### src/rtl/uart_pkg.sv
// uart_pkg: FSM state encodings, serial line levels and the parity helper
// shared by uart_core and its sub-modules.
package uart_pkg;

  localparam int MAX_DATA_BITS = 9;
  typedef logic [MAX_DATA_BITS-1:0] word_t;

  localparam logic IDLE_LEVEL  = 1'b1;
  localparam logic START_LEVEL = 1'b0;
  localparam logic STOP_LEVEL  = 1'b1;

  typedef enum logic [2:0] {
    TX_IDLE   = 3'd0,
    TX_START  = 3'd1,
    TX_DATA   = 3'd2,
    TX_PARITY = 3'd3,
    TX_STOP   = 3'd4
  } tx_state_t;

  typedef enum logic [2:0] {
    RX_IDLE      = 3'd0,
    RX_START     = 3'd1,
    RX_DATA      = 3'd2,
    RX_PARITY    = 3'd3,
    RX_STOP      = 3'd4,
    RX_WAIT_IDLE = 3'd5
  } rx_state_t;

  // Zero-extended words leave the XOR unchanged, so one helper serves every width.
  function automatic logic parity_bit(input word_t word, input logic odd);
    return (^word) ^ odd;
  endfunction

endpackage

### src/rtl/uart_bit_timer.sv
// uart_bit_timer: bit-period timer; ticks at CLK_DIV-1, or at CLK_DIV/2-1
// while half is set, and restarts from 0 after every tick or clear.
module uart_bit_timer #(
  parameter int CLK_DIV = 868
) (
  input  logic clk,
  input  logic rst,
  input  logic clear,
  input  logic half,
  output logic tick
);

  localparam int W = $clog2(CLK_DIV);
  localparam logic [W-1:0] FULL_TC = W'(CLK_DIV - 1);
  localparam logic [W-1:0] HALF_TC = W'(CLK_DIV / 2 - 1);

  logic [W-1:0] cnt;

  assign tick = !clear && (cnt == (half ? HALF_TC : FULL_TC));

  always_ff @(posedge clk or negedge rst) begin
    if (!rst)
      cnt <= '0;
    else if (clear || tick)
      cnt <= '0;
    else
      cnt <= cnt + W'(1);
  end

endmodule

### src/rtl/uart_core.sv
// uart_core: full-duplex UART with valid/ready transmit and mid-bit sampled
// receive. Define UART_CORE_PARITY_EN to add a parity bit to every frame.
//
// TX state  | meaning
// IDLE      | line high, tx_ready high, waiting for tx_valid
// START     | driving start bit
// DATA      | shifting out data bits LSB first
// PARITY    | driving parity bit (parity build only)
// STOP      | driving STOP_BITS stop bits
//
// RX state  | meaning
// IDLE      | waiting for a falling edge on the synchronised line
// START     | half-bit wait, then confirm start bit is still low
// DATA      | sampling data bits at mid-bit
// PARITY    | sampling parity bit (parity build only)
// STOP      | sampling first stop bit, delivering the word
// WAIT_IDLE | stop bit was low; waiting for the line to return high
module uart_core
  import uart_pkg::*;
#(
  parameter int CLK_DIV    = 868,
  parameter int DATA_BITS  = 8,
  parameter int STOP_BITS  = 1,
  parameter int PARITY_ODD = 0
) (
  input  logic                 clk,
  input  logic                 rst,
  input  logic [DATA_BITS-1:0] tx_data,
  input  logic                 tx_valid,
  output logic                 tx_ready,
  output logic                 tx,
  input  logic                 rx,
  output logic [DATA_BITS-1:0] rx_data,
  output logic                 rx_valid,
  output logic                 rx_frame_err,
  output logic                 rx_parity_err
);

  if (CLK_DIV < 4 || DATA_BITS < 5 || DATA_BITS > MAX_DATA_BITS ||
      STOP_BITS < 1 || STOP_BITS > 2 || PARITY_ODD < 0 || PARITY_ODD > 1) begin : g_bad_param
    $error("uart_core: parameter out of range");
  end

  localparam logic [3:0] LAST_DATA = 4'(DATA_BITS - 1);
  localparam logic [3:0] LAST_STOP = 4'(STOP_BITS - 1);

  tx_state_t            tx_state;
  logic [DATA_BITS-1:0] tx_shift;
  logic [3:0]           tx_bits;
  logic                 tx_tick;
`ifdef UART_CORE_PARITY_EN
  logic                 tx_par;
`endif

  assign tx_ready = (tx_state == TX_IDLE);

  uart_bit_timer #(.CLK_DIV(CLK_DIV)) u_tx_timer (
    .clk   (clk),
    .rst   (rst),
    .clear (tx_state == TX_IDLE),
    .half  (1'b0),
    .tick  (tx_tick)
  );

  // tx is registered so the pin never glitches; reset forces it high at once.
  always_ff @(posedge clk or negedge rst) begin
    if (!rst) begin
      tx_state <= TX_IDLE;
      tx_shift <= '0;
      tx_bits  <= '0;
      tx       <= IDLE_LEVEL;
`ifdef UART_CORE_PARITY_EN
      tx_par   <= 1'b0;
`endif
    end else begin
      case (tx_state)
        TX_IDLE:
          if (tx_valid) begin
            tx_shift <= tx_data;
`ifdef UART_CORE_PARITY_EN
            tx_par   <= parity_bit(word_t'(tx_data), 1'(PARITY_ODD));
`endif
            tx       <= START_LEVEL;
            tx_state <= TX_START;
          end
        TX_START:
          if (tx_tick) begin
            tx       <= tx_shift[0];
            tx_bits  <= '0;
            tx_state <= TX_DATA;
          end
        TX_DATA:
          if (tx_tick) begin
            if (tx_bits == LAST_DATA) begin
              tx_bits  <= '0;
`ifdef UART_CORE_PARITY_EN
              tx       <= tx_par;
              tx_state <= TX_PARITY;
`else
              tx       <= STOP_LEVEL;
              tx_state <= TX_STOP;
`endif
            end else begin
              tx_shift <= tx_shift >> 1;
              tx       <= tx_shift[1];
              tx_bits  <= tx_bits + 4'd1;
            end
          end
`ifdef UART_CORE_PARITY_EN
        TX_PARITY:
          if (tx_tick) begin
            tx       <= STOP_LEVEL;
            tx_state <= TX_STOP;
          end
`endif
        TX_STOP:
          if (tx_tick) begin
            if (tx_bits == LAST_STOP)
              tx_state <= TX_IDLE;
            else
              tx_bits <= tx_bits + 4'd1;
          end
        default: begin
          tx       <= IDLE_LEVEL;
          tx_state <= TX_IDLE;
        end
      endcase
    end
  end

  rx_state_t            rx_state;
  logic [2:0]           rx_sync;
  logic                 rx_s;
  logic                 rx_fall;
  logic [DATA_BITS-1:0] rx_shift;
  logic [3:0]           rx_bits;
  logic                 rx_tick;
`ifdef UART_CORE_PARITY_EN
  logic                 rx_par;
`else
  assign rx_parity_err = 1'b0;
`endif

  assign rx_s    = rx_sync[1];
  assign rx_fall = rx_sync[2] && !rx_sync[1];

  uart_bit_timer #(.CLK_DIV(CLK_DIV)) u_rx_timer (
    .clk   (clk),
    .rst   (rst),
    .clear ((rx_state == RX_IDLE) || (rx_state == RX_WAIT_IDLE)),
    .half  (rx_state == RX_START),
    .tick  (rx_tick)
  );

  always_ff @(posedge clk or negedge rst) begin
    if (!rst) begin
      rx_sync       <= '1;
      rx_state      <= RX_IDLE;
      rx_shift      <= '0;
      rx_bits       <= '0;
      rx_data       <= '0;
      rx_valid      <= 1'b0;
      rx_frame_err  <= 1'b0;
`ifdef UART_CORE_PARITY_EN
      rx_par        <= 1'b0;
      rx_parity_err <= 1'b0;
`endif
    end else begin
      rx_sync  <= {rx_sync[1:0], rx};
      rx_valid <= 1'b0;
      case (rx_state)
        RX_IDLE:
          if (rx_fall) rx_state <= RX_START;
        RX_START:
          if (rx_tick) begin
            if (rx_s != START_LEVEL) begin
              rx_state <= RX_IDLE;
            end else begin
              rx_bits  <= '0;
              rx_state <= RX_DATA;
            end
          end
        RX_DATA:
          if (rx_tick) begin
            rx_shift <= {rx_s, rx_shift[DATA_BITS-1:1]};
            if (rx_bits == LAST_DATA)
`ifdef UART_CORE_PARITY_EN
              rx_state <= RX_PARITY;
`else
              rx_state <= RX_STOP;
`endif
            else
              rx_bits <= rx_bits + 4'd1;
          end
`ifdef UART_CORE_PARITY_EN
        RX_PARITY:
          if (rx_tick) begin
            rx_par   <= rx_s;
            rx_state <= RX_STOP;
          end
`endif
        RX_STOP:
          if (rx_tick) begin
            rx_data       <= rx_shift;
            rx_valid      <= 1'b1;
            rx_frame_err  <= (rx_s != STOP_LEVEL);
`ifdef UART_CORE_PARITY_EN
            rx_parity_err <= (rx_par != parity_bit(word_t'(rx_shift), 1'(PARITY_ODD)));
`endif
            rx_state      <= (rx_s == STOP_LEVEL) ? RX_IDLE : RX_WAIT_IDLE;
          end
        RX_WAIT_IDLE:
          if (rx_s == IDLE_LEVEL) rx_state <= RX_IDLE;
        default:
          rx_state <= RX_IDLE;
      endcase
    end
  end

endmodule

### config.mk
export PLATFORM = sky130hd
export DESIGN_NAME = uart_core
export DESIGN_NICKNAME = d
export VERILOG_FILES = /design/src/rtl/uart_pkg.sv /design/src/rtl/uart_bit_timer.sv /design/src/rtl/uart_core.sv
export SDC_FILE = /design/constraint.sdc
export NUM_CORES = 1
export LEC_CHECK = 0
export CORE_ASPECT_RATIO = 1.25
export CORE_MARGIN = 5
export CORE_UTILIZATION = 48
export DETAILED_ROUTE_END_ITERATION = 12
export PLACE_DENSITY = 0.76
export SYNTH_ARGS = -nofsm -noshare
export SYNTH_HDL_FRONTEND = slang
export SYNTH_SLANG_ARGS = --single-unit
### constraint.sdc
create_clock -name clk -period 1.7 [get_ports clk]
set_clock_uncertainty 0.05 [all_clocks]
set_input_delay 0.255 -clock clk [delete_from_list [all_inputs] [get_ports clk]]
set_output_delay 0.255 -clock clk [all_outputs]
set_load 0.05 [all_outputs]
Word level (Yosys, flattened, before mapping)
Index checks and enable logic that the tools add are counted.

$add $sub $neg: 4. $mul: 0. Div/mod/pow operators: 0. Magnitude comparators: 0. Eq/ne operators: 27. Shift operators: 0. Muxes and demuxes: 41. Bitwise logic cells: 2. Reductions and logical operators: 23.

Operators by type and width (number): $mux W3 (13); $mux W4 (9); $mux W10 (3); $mux W8 (3); $ne A2 B2 Y1 const B (11); $add A10 B1 Y10 const B (2); $pmux W8 S2 (1); $pmux W3 S5 (1); $pmux W3 S4 (1); $pmux W4 S3 (1); $reduce_and A6 Y1 (2); $eq A10 B10 Y1 (1); $eq A10 B10 Y1 const B (1); $ne A2 B1 Y1 const B (5); $reduce_and A5 Y1 (2); $eq A3 B3 Y1 const B (3); $add A4 B1 Y4 const B (2); $eq A4 B3 Y1 const B (2); $pmux W4 S2 (1); $reduce_and A4 Y1 (2); $eq A3 B1 Y1 const B (2); $eq A3 B2 Y1 const B (2); $logic_not A3 Y1 (2); $mux W1 (6); 10 further kinds (19).

Bits in registers: 64. Latch bits: 0. Memory bits (writable): 0. Bits in read-only memories: 0. Input bits: 12. Output and inout port bits: 13. Logic and storage cells: 110. Memories kept: 0.

Depth between registers and ports, before layout
Word-level depth: 6. Gate-level depth with buffers: 6. Depth with buffers taken out: 6.

Hierarchy
Synthesis repeated with hierarchy kept, for this count alone.

Cell total of the unflattened synthesis: 280. Area, all modules: 3314.4 sq um.

Modules (own cells, without submodules): uart_core (instances 1, cells each 174, area each 2220.9 sq um, seq. area each 1106.1 sq um); uart_bit_timer (instances 2, cells each 53, area each 546.8 sq um, seq. area each 250.2 sq um).

Worst setup path before layout
OpenSTA, ideal clock, no wires.

Kind: register to register. Start: register tx_state[2]. End: register tx_shift[1]. Setup time: 0.065 ns. Data arrival time: 1.957 ns. Required time: 1.585 ns. Setup slack: -0.372 ns. Stages on the path, launching flop included: 6. Buffers on the path: 1. Clock period less this slack: 2.072 ns. Cells stage by stage: dfrtp_1 buf_2 nor3_2 nand2_2 o21ai_2 o221a_2.

Word-level cells in the longest chain between the ends: 5. Elaborated cells between the ends (all ways): 10. Those cells by class: 4 x eq/ne; 1 x mux; 5 x reduce/logical.

Ends and longest elaborated chain: start: declaration (line uart_core.sv:47) `tx_state_t tx_state;`; start signal: assignment (line uart_core.sv:68) `tx_state <= TX_IDLE;`; start signal: assignment (line uart_core.sv:84) `tx_state <= TX_START;`; start signal: assignment (line uart_core.sv:90) `tx_state <= TX_DATA;`; $logic_not A3 Y1 *; via tx_ready (line uart_core.sv:30) `output logic tx_ready,`; $logic_not A1 Y1 (line uart_bit_timer.sv:19) `assign tick = !clear && (cnt == (half ? HALF_TC : FULL_TC));`; $logic_and A1 B1 Y1 (line uart_bit_timer.sv:19); $ne A2 B1 Y1 (no source line); $reduce_and A4 Y1 (no source line); end signal: assignment (line uart_core.sv:79) `tx_shift <= tx_data;`; end signal: assignment (line uart_core.sv:104) `tx_shift <= tx_shift >> 1;`; end: declaration (line uart_core.sv:48) `logic [DATA_BITS-1:0] tx_shift;`.

Mark *: on every way through the listed nets, which the timed path passes. The rest lies on a longest branch. A chain may end at the register's enable or synchronous reset.

Worst setup path after layout
Start: register u_tx_timer.cnt[1]. End: register tx_state[2].

Word-level cells in the longest chain between the ends: 4. Elaborated cells between the ends (all ways): 6. Those cells by class: 4 x eq/ne; 2 x reduce/logical.

Ends and longest elaborated chain: start: declaration (line uart_bit_timer.sv:17) `logic [W-1:0] cnt;`; start signal: assignment (line uart_bit_timer.sv:27) `cnt <= cnt + W'(1);`; $eq A10 B10 Y1 * (line uart_bit_timer.sv:19); $logic_and A1 B1 Y1 * (line uart_bit_timer.sv:19); $ne A2 B1 Y1 (no source line); $reduce_and A6 Y1 (no source line) *.

Mark *: on every way between the ends. The rest lies on a longest branch, timed or not.

==> run summary <==
Status: finished, violations left
Failing checks: negative setup slack
GRT Util Overall: 18.0%
Worst setup margin: -108 ps
FF-to-FF path depth: 6
Hold path start: rx
Slew Viols, Final: 0
Final nets: 388
Fmax: 553 MHz
Post-synthesis async set-or-reset flop share: 100%
Most common cell after layout, fill and taps aside: buf_4
Post-synthesis compound-gate area fraction: 10.6%
Critical path's slowest cell: dfrtp_1
Share of layout cells above drive strength 1: 41.2%
Slew of the pin with the lowest slew margin: 502 ps
RR Startpoint: u_tx_timer.cnt[1]
Crit Path Max Fanout: 3
Global-route wire length before repair: 12,100 µm
RSZ-0062 raised after global routing: yes
Distinct cells, synth: 63
WL final: 7910 µm
Tmin final: 1810 ps
Inst Count DP: 428
Hold/Removal Path Class: in2reg
Yosys reg bits: 64
Critical path's largest stage delay: 390 ps
Worst vdd ir: 0.574 mV
Total power: 3.53 mW
Die area: 8440 µm²
Chip width: 83.2 µm
IO buf count: 23
Number of synthesized flops with an enable pin: 0
CP arrival: 2020 ps
Clk pwr share: 42.1%
Vias per cell: 5.63
Number of global-route vias before repair: 2,553
Final Instance Count excl. Fillers: 463
WHS Path Cells: 1
Final Hold Viols: 0
Cell area after synthesis: 3210 µm²
Initial DRC Count: 136
Synth Area in XOR/XNOR: 5.18%
HPWL after DPL: 4650 µm
Reg area: 1610 µm²
Yosys synthesis warning count: 0
Clk_lat worst skew: 350 ps
First-pass iteration count of the detailed router: 4
Worst hold path endpoint: rx_sync[0]
Starting Density: 49.3%
Synth Instances: 285
R2R Path End: tx_state[2]
Antenna Violating Nets Remaining: 0
Antenna violations before repair: 0
CP Class: reg2reg
Post-synthesis sequential area ratio: 50.0%
PwrDens: 788 nW/µm²
Gpl congestion: 0.837
CTS buffer count: 9
Clock tree buffer depth: 2
Max Cap Viol: 0
Rel. slew slack: 66.5%
CTS H-Tree Depth: 3
Static Leak: 2.08 nW
CTS clk-pin slew, worst paths: 80 ps
Largest family of logic cells by synthesized area: simple AND/OR/NAND/NOR gates
CTS root buffer: clkbuf_8
Fill count: 454
Logic pwr share: 11.4%
Total grt overflow: 0
CTS tree: built
ANT cells: 0
Reg power frac: 46.4%
CTS sink count: 64
Final Setup Violations: 16
R2R Setup Slk: -110 ps
Synth-to-Final Area Change: 39.2%
Top_reg_cell synth: dfrtp_1
Multi-input gate area: 1720 µm²
Worst-path cell chain: ha_2 -> and4b_2 -> and3b_1 -> o211ai_2 -> buf_4 -> mux2i_1
Remaining DRCs: 0
Syn Area/Cell: 11.3 µm²
Die Y-Extent: 101 µm
WP data required: 1910 ps
Final worst-path cycle share: 106%
Net count after synthesis: 302
Post-Synth Simple-Gate Area: 20.9%
Worst setup EP type: flip-flop
Most frequent cells in the layout: buf_4 (58), dfrtp_1 (56), nor2_1 (29), nand3_1 (11), xnor2_1 (11)
CP startpoint kind: flip-flop
Num ports: 25
Routed WL per cell: 17.1 µm
DR vias: 2,605
Psw: 0.894 mW
Synth Area in Adders: 1.95%
Core area: 6520 µm²
Rows: 33
Post-synthesis mux area share: 7.24%
Largest net degree at the start of global routing: 28
Net switching fraction of the power: 25.3%
P_int: 2.63 mW
per-layer routing:
metal	wire, µm	vias up	GRT usage, %
met5	0	-	0
met4	243	0	8.43
met3	341	24	4.07
met2	4240	62	31.4
met1	3080	1310	21.2
li1	-	1209	-
power by group through the flow:
stage / logic (mW) / registers (mW) / clock network (mW)
global route: 0.456 / 1.64 / 1.59
finish: 0.403 / 1.64 / 1.49
CTS: 0.402 / 1.63 / 1.52
detailed placement: 0.399 / 1.66 / 0
global placement: 0.391 / 1.66 / 0
floorplan: 0.177 / 1.68 / 0
registers in the layout, summed over array words and instances (netlist names):
register / flops
u_rx_timer.cnt: 10
u_tx_timer.cnt: 10
rx_data: 8
rx_shift: 8
tx_shift: 8
rx_bits: 4
tx_bits: 4
rx_state: 3
rx_sync: 3
tx_state: 3
rx_frame_err: 1
rx_valid: 1
tx: 1
cell type report:
type                            count  area share (%)
Clock buffer                        9            2.77
Clock inverter                      7            2.29
Inverter                           13            1.09
Multi-Input combinational cell    198            38.3
Sequential cell                    64            36.0
Tap cell                           87            2.43
Timing Repair Buffer               85            17.1
logic make-up after synthesis:
kind of cell / count (synthesis)
other cells: 1
compound gates: 41
mux: 21
xor+xnor: 19
simple gates: 109
flops: 64
buf+inv: 25
fa+ha+maj: 5
Yosys cell counts (2+ instances only):
library cell	instances	share of area, %
nor2_1	30	3.5
xnor2_1	11	3.0
nand3b_1	2	0.47
nand2b_1	7	1.4
and4bb_1	2	0.78
xor2_1	8	2.2
mux2i_1	3	0.93
o22ai_1	2	0.39
nand4_2	2	0.78
nor2b_1	2	0.39
buf_4	6	1.4
or3b_2	2	0.55
ha_1	5	1.9
inv_1	12	1.4
or3_1	10	1.9
o21ai_0	2	0.31
a211oi_1	2	0.47
dfrtp_1	60	47
mux2_1	17	6.0
o21ai_1	4	0.62
o221a_2	7	2.5
nor3_1	4	0.62
nor3_2	2	0.62
nor4_1	3	0.58
buf_2	4	0.62
nand4_1	6	1.2
nor3b_1	2	0.47
nor3b_4	2	1.2
nand2_1	9	1.1
a22o_1	3	0.82
dfstp_2	4	3.3
a21oi_1	7	1.1
nand3_1	13	2.0
metrics by stage:
| step | area (µm²) | hold slack, ps | util, % | TNS, ps | setup WS (ps) |
|---|---|---|---|---|---|
| floorplan | 3270 | -90.6 | - | -157 | -28.2 |
| global placement | 3880 | 194 | 59.4 | -0.265 | -0.265 |
| detailed placement | 3880 | 195 | 59.4 | -356 | -47.2 |
| CTS | 4230 | 236 | 64.8 | -209 | -55.3 |
| global route | 4470 | 245 | 68.6 | -2220 | -164 |
| finish | 4470 | 251 | 68.6 | -472 | -108 |
critical path: cells and delay by family (launching register included):
kind / cells / cell delay (ps)
AOI/OAI and AO/OA: 1 / 230
adders and majority gates: 1 / 190
buffers and inverters: 1 / 170
DFF: 1 / 390
muxes: 1 / 210
and+or+nand+nor: 2 / 480
what timing repair did:
| item | in CTS | in global routing |
|---|---|---|
| pin swaps | 5 | 20 |
| endpoints found under the setup margin | 25 | 37 |
| hold buffers | 1 | 0 |
| hold endpoints to repair | 16 | 0 |
| cloned | 1 | 1 |
| gates resized for setup | 12 | 38 |
| setup buffers | 8 | 8 |
how the worst max path moves through the flow:
stage | startpoint | cells past startpoint | end | slack, ps
finish | u_tx_timer.cnt[1] | 6 | tx_state[2] | -110
floorplan | u_tx_timer.cnt[0] | 6 | tx_shift[4] | -30
detailed placement | tx_bits[0] | 6 | tx_state[1] | -50
global route | u_tx_timer.cnt[1] | 6 | tx_state[2] | -160
CTS | tx_state[0] | 4 | tx_ready | -60
global placement | tx_bits[1] | 6 | tx_bits[3] | -0.3
(Power assumes the default switching activity.)
